**config.mk**
```make
export PLATFORM = sky130hd
export DESIGN_NAME = a_rom_fetch_ctrl_flat
export DESIGN_NICKNAME = d
export VERILOG_FILES = /design/src/rtl/a_rom_pkg.sv /design/src/rtl/a_rom_fetch_ctrl_if.sv /design/src/rtl/a_rom_idx_cnt.sv /design/src/rtl/a_rom_fetch_ctrl.sv /design/src/flat_wrapper.sv
export SDC_FILE = /design/constraint.sdc
export NUM_CORES = 1
export LEC_CHECK = 0
export ABC_AREA = 1
export BUFFER_PORTS_ARGS = -buffer_cell sky130_fd_sc_hd__buf_4
export CAP_MARGIN = 20
export CORE_UTILIZATION = 41
export CTS_CLUSTER_SIZE = 14
export DETAILED_ROUTE_END_ITERATION = 6
export PLACE_DENSITY_LB_ADDON = 0.08
export SLEW_MARGIN = 20
export SYNTH_ARGS = -nofsm -noshare
export SYNTH_HDL_FRONTEND = slang
export SYNTH_HIERARCHICAL = 1
export SYNTH_SLANG_ARGS = --single-unit
export TNS_END_PERCENT = 30
```
**constraint.sdc**
```tcl
create_clock -name clk -period 1.5 [get_ports clk]
set_clock_uncertainty 0.1 [all_clocks]
set_input_delay 0.45 -clock clk [delete_from_list [all_inputs] [get_ports clk]]
set_output_delay 0.45 -clock clk [all_outputs]
set_load 0.005 [all_outputs]
```
**src/rtl/a_rom_pkg.sv**
```systemverilog
// Shared A-matrix geometry and fetch-controller state encoding.
// Imported by the A/B fetch controllers, the coefficient ROM and the MAC datapath.
package a_rom_pkg;

  typedef enum logic [1:0] {
    ST_IDLE    = 2'd0,
    ST_FETCH   = 2'd1,
    ST_PRESENT = 2'd2
  } state_e;

  localparam int COEF_W       = 7;
  localparam int A_NUM_WORDS  = 8;
  localparam int A_NUM_PASSES = 4;
  localparam int A_ADDR_STEP  = 2;

  // Index counters keep at least one bit so single-word or single-pass geometries stay legal.
  function automatic int idx_w(input int n);
    return (n > 1) ? $clog2(n) : 1;
  endfunction

endpackage

```
**src/rtl/a_rom_fetch_ctrl_if.sv**
```systemverilog
// ROM address/data and downstream word stream of the A-side fetch controller.
// master = controller side, slave = ROM/datapath side.
interface a_rom_fetch_ctrl_if #(
  parameter int ADDR_W = 4,
  parameter int DATA_W = 14,
  parameter int WIDX_W = 3,
  parameter int PIDX_W = 2
);
  logic [ADDR_W-1:0] rom_addr;
  logic [DATA_W-1:0] rom_data;
  logic [DATA_W-1:0] a_data;
  logic              a_valid;
  logic              a_ready;
  logic              a_last;
  logic [WIDX_W-1:0] word_idx;
  logic [PIDX_W-1:0] pass_idx;

  modport master (
    output rom_addr, a_data, a_valid, a_last, word_idx, pass_idx,
    input  rom_data, a_ready
  );

  modport slave (
    input  rom_addr, a_data, a_valid, a_last, word_idx, pass_idx,
    output rom_data, a_ready
  );
endinterface

```
**src/rtl/a_rom_idx_cnt.sv**
```systemverilog
// Two-level (word within pass, pass within run) wrap counter with clear and increment.
// Shared by the A-side and B-side fetch controllers.
module a_rom_idx_cnt
  import a_rom_pkg::*;
#(
  parameter int NUM_WORDS  = A_NUM_WORDS,
  parameter int NUM_PASSES = A_NUM_PASSES,
  parameter int WIDX_W     = idx_w(NUM_WORDS),
  parameter int PIDX_W     = idx_w(NUM_PASSES)
) (
  input  logic              clk,
  input  logic              rst,
  input  logic              clr,
  input  logic              inc,
  output logic [WIDX_W-1:0] word_idx,
  output logic [PIDX_W-1:0] pass_idx,
  output logic              word_last,
  output logic              run_last
);

  logic pass_last;

  assign word_last = (word_idx == WIDX_W'(NUM_WORDS - 1));
  assign pass_last = (pass_idx == PIDX_W'(NUM_PASSES - 1));
  assign run_last  = word_last && pass_last;

  // Incrementing past the final word of the final pass wraps both levels back to zero.
  always_ff @(posedge clk) begin
    if (rst || clr) begin
      word_idx <= '0;
      pass_idx <= '0;
    end else if (inc) begin
      if (word_last) begin
        word_idx <= '0;
        pass_idx <= pass_last ? '0 : pass_idx + PIDX_W'(1);
      end else begin
        word_idx <= word_idx + WIDX_W'(1);
      end
    end
  end

endmodule

```
**src/rtl/a_rom_fetch_ctrl.sv**
```systemverilog
// A-matrix ROM sequencer: sweeps the coefficient address range once per pass and
// streams each registered ROM word downstream over valid/ready, one word per two cycles.
module a_rom_fetch_ctrl
  import a_rom_pkg::*;
#(
  parameter int ADDR_W     = 4,
  parameter int DATA_W     = 14,
  parameter int NUM_WORDS  = A_NUM_WORDS,
  parameter int ADDR_BASE  = 0,
  parameter int ADDR_STEP  = A_ADDR_STEP,
  parameter int NUM_PASSES = A_NUM_PASSES
) (
  input  logic clk,
  input  logic rst,
  input  logic start,
  output logic busy,
  output logic done,
  a_rom_fetch_ctrl_if.master bus
);

  localparam int WIDX_W = idx_w(NUM_WORDS);
  localparam int PIDX_W = idx_w(NUM_PASSES);

  localparam logic [1:0] IDLE    = ST_IDLE;
  localparam logic [1:0] FETCH   = ST_FETCH;
  localparam logic [1:0] PRESENT = ST_PRESENT;

  localparam logic [ADDR_W-1:0] BASE = ADDR_W'(ADDR_BASE);
  localparam logic [ADDR_W-1:0] STEP = ADDR_W'(ADDR_STEP);

  logic [1:0] state;
  logic       xfer;
  logic       cnt_clr;
  logic       word_last;
  logic       run_last;

  assign xfer    = (state == PRESENT) && bus.a_ready;
  assign cnt_clr = (state == IDLE) && start;

  a_rom_idx_cnt #(
    .NUM_WORDS (NUM_WORDS),
    .NUM_PASSES(NUM_PASSES),
    .WIDX_W    (WIDX_W),
    .PIDX_W    (PIDX_W)
  ) u_idx_cnt (
    .clk      (clk),
    .rst      (rst),
    .clr      (cnt_clr),
    .inc      (xfer),
    .word_idx (bus.word_idx),
    .pass_idx (bus.pass_idx),
    .word_last(word_last),
    .run_last (run_last)
  );

  // The ROM output lags rom_addr by one cycle, hence a FETCH cycle before every PRESENT.
  always_ff @(posedge clk) begin
    if (rst) begin
      state        <= IDLE;
      bus.rom_addr <= BASE;
      done         <= 1'b0;
    end else begin
      done <= 1'b0;
      case (state)
        IDLE: begin
          if (start) begin
            state        <= FETCH;
            bus.rom_addr <= BASE;
          end
        end
        FETCH: state <= PRESENT;
        PRESENT: begin
          if (xfer) begin
            if (!word_last) begin
              bus.rom_addr <= bus.rom_addr + STEP;
              state        <= FETCH;
            end else if (!run_last) begin
              bus.rom_addr <= BASE;
              state        <= FETCH;
            end else begin
              bus.rom_addr <= BASE;
              state        <= IDLE;
              done         <= 1'b1;
            end
          end
        end
        default: state <= IDLE;
      endcase
    end
  end

  assign bus.a_data  = bus.rom_data;
  assign bus.a_valid = (state == PRESENT);
  assign bus.a_last  = (state == PRESENT) && word_last;
  assign busy        = (state != IDLE);

endmodule

```
**src/flat_wrapper.sv**
```systemverilog
// flat-port wrapper written by rule: the top's interface ports become plain ports
module a_rom_fetch_ctrl_flat import a_rom_pkg::*;
#(
  parameter int ADDR_W     = 4,
  parameter int DATA_W     = 14,
  parameter int NUM_WORDS  = A_NUM_WORDS,
  parameter int ADDR_BASE  = 0,
  parameter int ADDR_STEP  = A_ADDR_STEP,
  parameter int NUM_PASSES = A_NUM_PASSES
)
  (clk, rst, start, busy, done, bus_rom_addr, bus_a_data, bus_a_valid, bus_a_last, bus_word_idx, bus_pass_idx, bus_rom_data, bus_a_ready);
  a_rom_fetch_ctrl_if #(.ADDR_W(ADDR_W), .DATA_W(DATA_W), .WIDX_W(3), .PIDX_W(2)) bus_i ();
  input  logic clk;
  input  logic rst;
  input  logic start;
  output logic busy;
  output logic done;
  output wire logic [$bits(bus_i.rom_addr)-1:0] bus_rom_addr;
  output wire logic [$bits(bus_i.a_data)-1:0] bus_a_data;
  output wire logic [$bits(bus_i.a_valid)-1:0] bus_a_valid;
  output wire logic [$bits(bus_i.a_last)-1:0] bus_a_last;
  output wire logic [$bits(bus_i.word_idx)-1:0] bus_word_idx;
  output wire logic [$bits(bus_i.pass_idx)-1:0] bus_pass_idx;
  input wire logic [$bits(bus_i.rom_data)-1:0] bus_rom_data;
  input wire logic [$bits(bus_i.a_ready)-1:0] bus_a_ready;
  assign bus_rom_addr = bus_i.rom_addr;
  assign bus_a_data = bus_i.a_data;
  assign bus_a_valid = bus_i.a_valid;
  assign bus_a_last = bus_i.a_last;
  assign bus_word_idx = bus_i.word_idx;
  assign bus_pass_idx = bus_i.pass_idx;
  assign bus_i.rom_data = bus_rom_data;
  assign bus_i.a_ready = bus_a_ready;
  a_rom_fetch_ctrl #(.ADDR_W(ADDR_W), .DATA_W(DATA_W), .NUM_WORDS(NUM_WORDS), .ADDR_BASE(ADDR_BASE), .ADDR_STEP(ADDR_STEP), .NUM_PASSES(NUM_PASSES)) u_core (.clk(clk), .rst(rst), .start(start), .busy(busy), .done(done), .bus(bus_i));
endmodule
```
==> out/qor.csv <==
metric,value,unit
status,finished with violations,
failing checks,"design-rule violations, negative setup slack",
crit-path max cell delay,0.34,ns
I/O Buffers,15,
sw power,166,uW
CP Data Arrival Time,1.13,ns
Setup crit end kind,output pin,
area of the core,0.00156,mm^2
"Clk Latency, worst-skew pair",0.26,ns
largest buffer count on any clock path,2,
root buffer cell,clkbuf_4,
total CTS buffers,3,
HPWL after DPL,953,um
Synth Area in XOR/XNOR,0,
top-area cell type share of the netlist area,0.314,
Pwr per Cell Area,754,mW/mm^2
Final Cycle Share,1.12,
fill count,164,
Max Cap Viol,0,
maximum clock frequency,594,MHz
VDD IR-drop max,0.328,mV
FF-to-FF path depth,5,
Reg2Reg Setup Slack,0.18,ns
# nets final,131,
mean cell area of the mapped netlist,7.15,um^2
combinational share of power,0.166,
IO Pins,45,
most frequent cells in the layout,"buf_4, nand2_1, nor2_1",
layout cells sized above 1,0.383,
FP Rows,14,
Overflow after GRT,0,
Hold Path Class,in -> reg,
Num Clock Sinks,11,
clock power share,0.325,
initial antenna violation count,0,
CP Class,reg -> out,
Via density,4.58,
sequential share of the synthesized area,0.314,
Final min period,1.68,ns
Chip Width,43.3,um
Multi-input gate area,339,um^2
startpoint type of the worst setup path,flop,
"Req. time, crit path",0.95,ns
Initial DRT Pass Iterations,6,
DR vias,563,
setup tns final,-0.211,ns
Clock transition at path regs,0.07,ns
post-synthesis cell area,701,um^2
drc violations,6,
sequential share of power,0.509,
"area leader, netlist",dfxtp_1,
TritonCTS clock tree,built,
synth unique cells,20,
Sw Ratio,0.270,
internal power,450,uW
final hold viol count,0,
main combinational cell family by area after synthesis,simple AND/OR/NAND/NOR gates,
startpoint of the worst hold path,rst,
Hold Path End,u_core/state[1],
Final WS setup,-0.185,ns
Yosys reg bits,11,
Synth area leaders,"dfxtp_1, buf_4, nand2_1, ha_1, nor2_1",
crit path buf inv count,2,
"delay-heaviest family, CP",flip-flops,
Initial Utilization,0.449,
wire per inst,10.2,um
Die H,43.3,um
Diodes inserted,0,
reg2reg end,u_core/u_idx_cnt/word_idx[2],
worst path cell trace,ha_4 -> ha_4 -> inv_2 -> nor2_1 -> buf_4,
Syn. warnings,6,
vias in the first global route,532,
Slew Limit Fails,0,
"antenna viol nets, final",0,
multiplexer share of the synthesized area,0,
final setup vio count,2,
synth-to-layout area growth,16.6,%
register area,228,um^2
Hold Crit Depth,2,
RSZ-0062 raised after global routing,true,
Synth Area in Adders,0.0893,
Die ar.,0.00188,mm^2
first-pass GRT wire length,2190,um
Crit-path slowest cell,dfxtp_2,
Most Frequent Cell on Critical Path,ha_4,
Lkg Pwr,0.439,nW
Crit Path Max Fanout,2,
DR iter-0 viols,11,
Post-Synthesis Cells,98,
Hold Slack,0.315,ns
number of H-tree levels,1,
DRT Wirelength,1260,um
Synth Area in Compound Gates,0.0357,
Total Routing Usage GR,0.160,
GP Congestion,0.775,
Reg2Reg Launch Point,u_core/u_idx_cnt/word_idx[1],
largest net degree at the start of global routing,7,
syn nets,121,
Synth Area in Simple Gates,0.318,
cell type report:
type                            count  share of cell area
Sequential cell                    11               0.279
Multi-Input combinational cell     58               0.415
Clock buffer                        4              0.0322
Tap cell                           16              0.0245
Inverter                           14              0.0658
Timing Repair Buffer               20               0.184
cells by family after synthesis:
logic type                 Yosys count
buffers and inverters               29
AOI/OAI and AO/OA                    4
other                                1
adders and majority gates            5
DFF                                 11
and+or+nand+nor                     48
what timing repair did:
item	CTS	global route
pin swaps	3	0
hold buffers	0	0
endpoints found under the setup margin	3	4
buffers inserted	2	0
resized for setup	9	1
synthesized netlist by cell type:
library cell / number
nand4_1: 1
conb_1: 1
nand2_1: 20
nor3_1: 3
a21oi_1: 2
inv_1: 11
nor2_4: 1
nand3_2: 1
clkinv_2: 1
nor2_2: 3
nand2_4: 1
inv_2: 2
nand2_2: 2
buf_4: 15
nor2_1: 14
o21ai_0: 1
ha_1: 5
dfxtp_1: 11
nand3_1: 2
o211a_1: 1
worst max path at each step:
| stage | from | to | depth (start not counted) |
|---|---|---|---|
| after global routing | u_core/u_idx_cnt/word_idx[1] | bus_a_last | 5 |
| after global placement | u_core/u_idx_cnt/word_idx[0] | bus_a_last | 5 |
| after detailed placement | u_core/u_idx_cnt/word_idx[0] | bus_a_last | 5 |
| after floorplan | u_core/u_idx_cnt/word_idx[0] | bus_a_last | 4 |
| after CTS | u_core/u_idx_cnt/word_idx[1] | bus_a_last | 5 |
| final | u_core/u_idx_cnt/word_idx[1] | bus_a_last | 5 |
through the flow:
| step | cell area [um^2] | power, mW | util | std cells | setup WS (ns) |
|---|---|---|---|---|---|
| 6_report | 817 | 0.616 | 0.524 | 123 | -0.185 |
| 5_1_grt | 817 | 0.663 | 0.524 | 123 | -0.243 |
| 4_1_cts | 815 | 0.626 | 0.522 | 123 | -0.174 |
| 3_5_place_dp | 743 | 0.418 | 0.477 | 117 | 0.0161 |
| 3_3_place_gp | 743 | 0.418 | 0.477 | 117 | 0.0157 |
| 2_1_floorplan | 701 | 0.412 | - | 98 | 0.00423 |
worst reg2reg max path, cell delays in order, from the launching register on:
cell	delay [ns]
dfxtp_2	0.34
ha_4	0.17
buf_4	0.12
ha_1	0.26
o21ai_0	0.17
nor2_1	0.05
sequential cells by signal, indices dropped and copies added (netlist names):
register                   flops
u_core/bus.rom_addr            3
u_core/done                    1
u_core/state                   2
u_core/u_idx_cnt/pass_idx      2
u_core/u_idx_cnt/word_idx      3
power by group through the flow:
stage / sequential, mW / clock (mW) / combinational (mW)
final: 0.314 / 0.200 / 0.102
after global routing: 0.316 / 0.231 / 0.116
after CTS: 0.314 / 0.209 / 0.103
after detailed placement: 0.318 / 0 / 0.100
after global placement: 0.318 / 0 / 0.0996
after floorplan: 0.318 / 0 / 0.0940
per-layer routing:
layer  part of all wire  wire, um  track usage  up-vias
li1                   -         -            -      300
met3              0.071        89       0.0292        4
met2               0.50       636        0.242       22
met1               0.41       511        0.195      237
met5                  0         0            0        -
met4              0.017        22        0.138        0
Power figures use the tool's default switching activity.
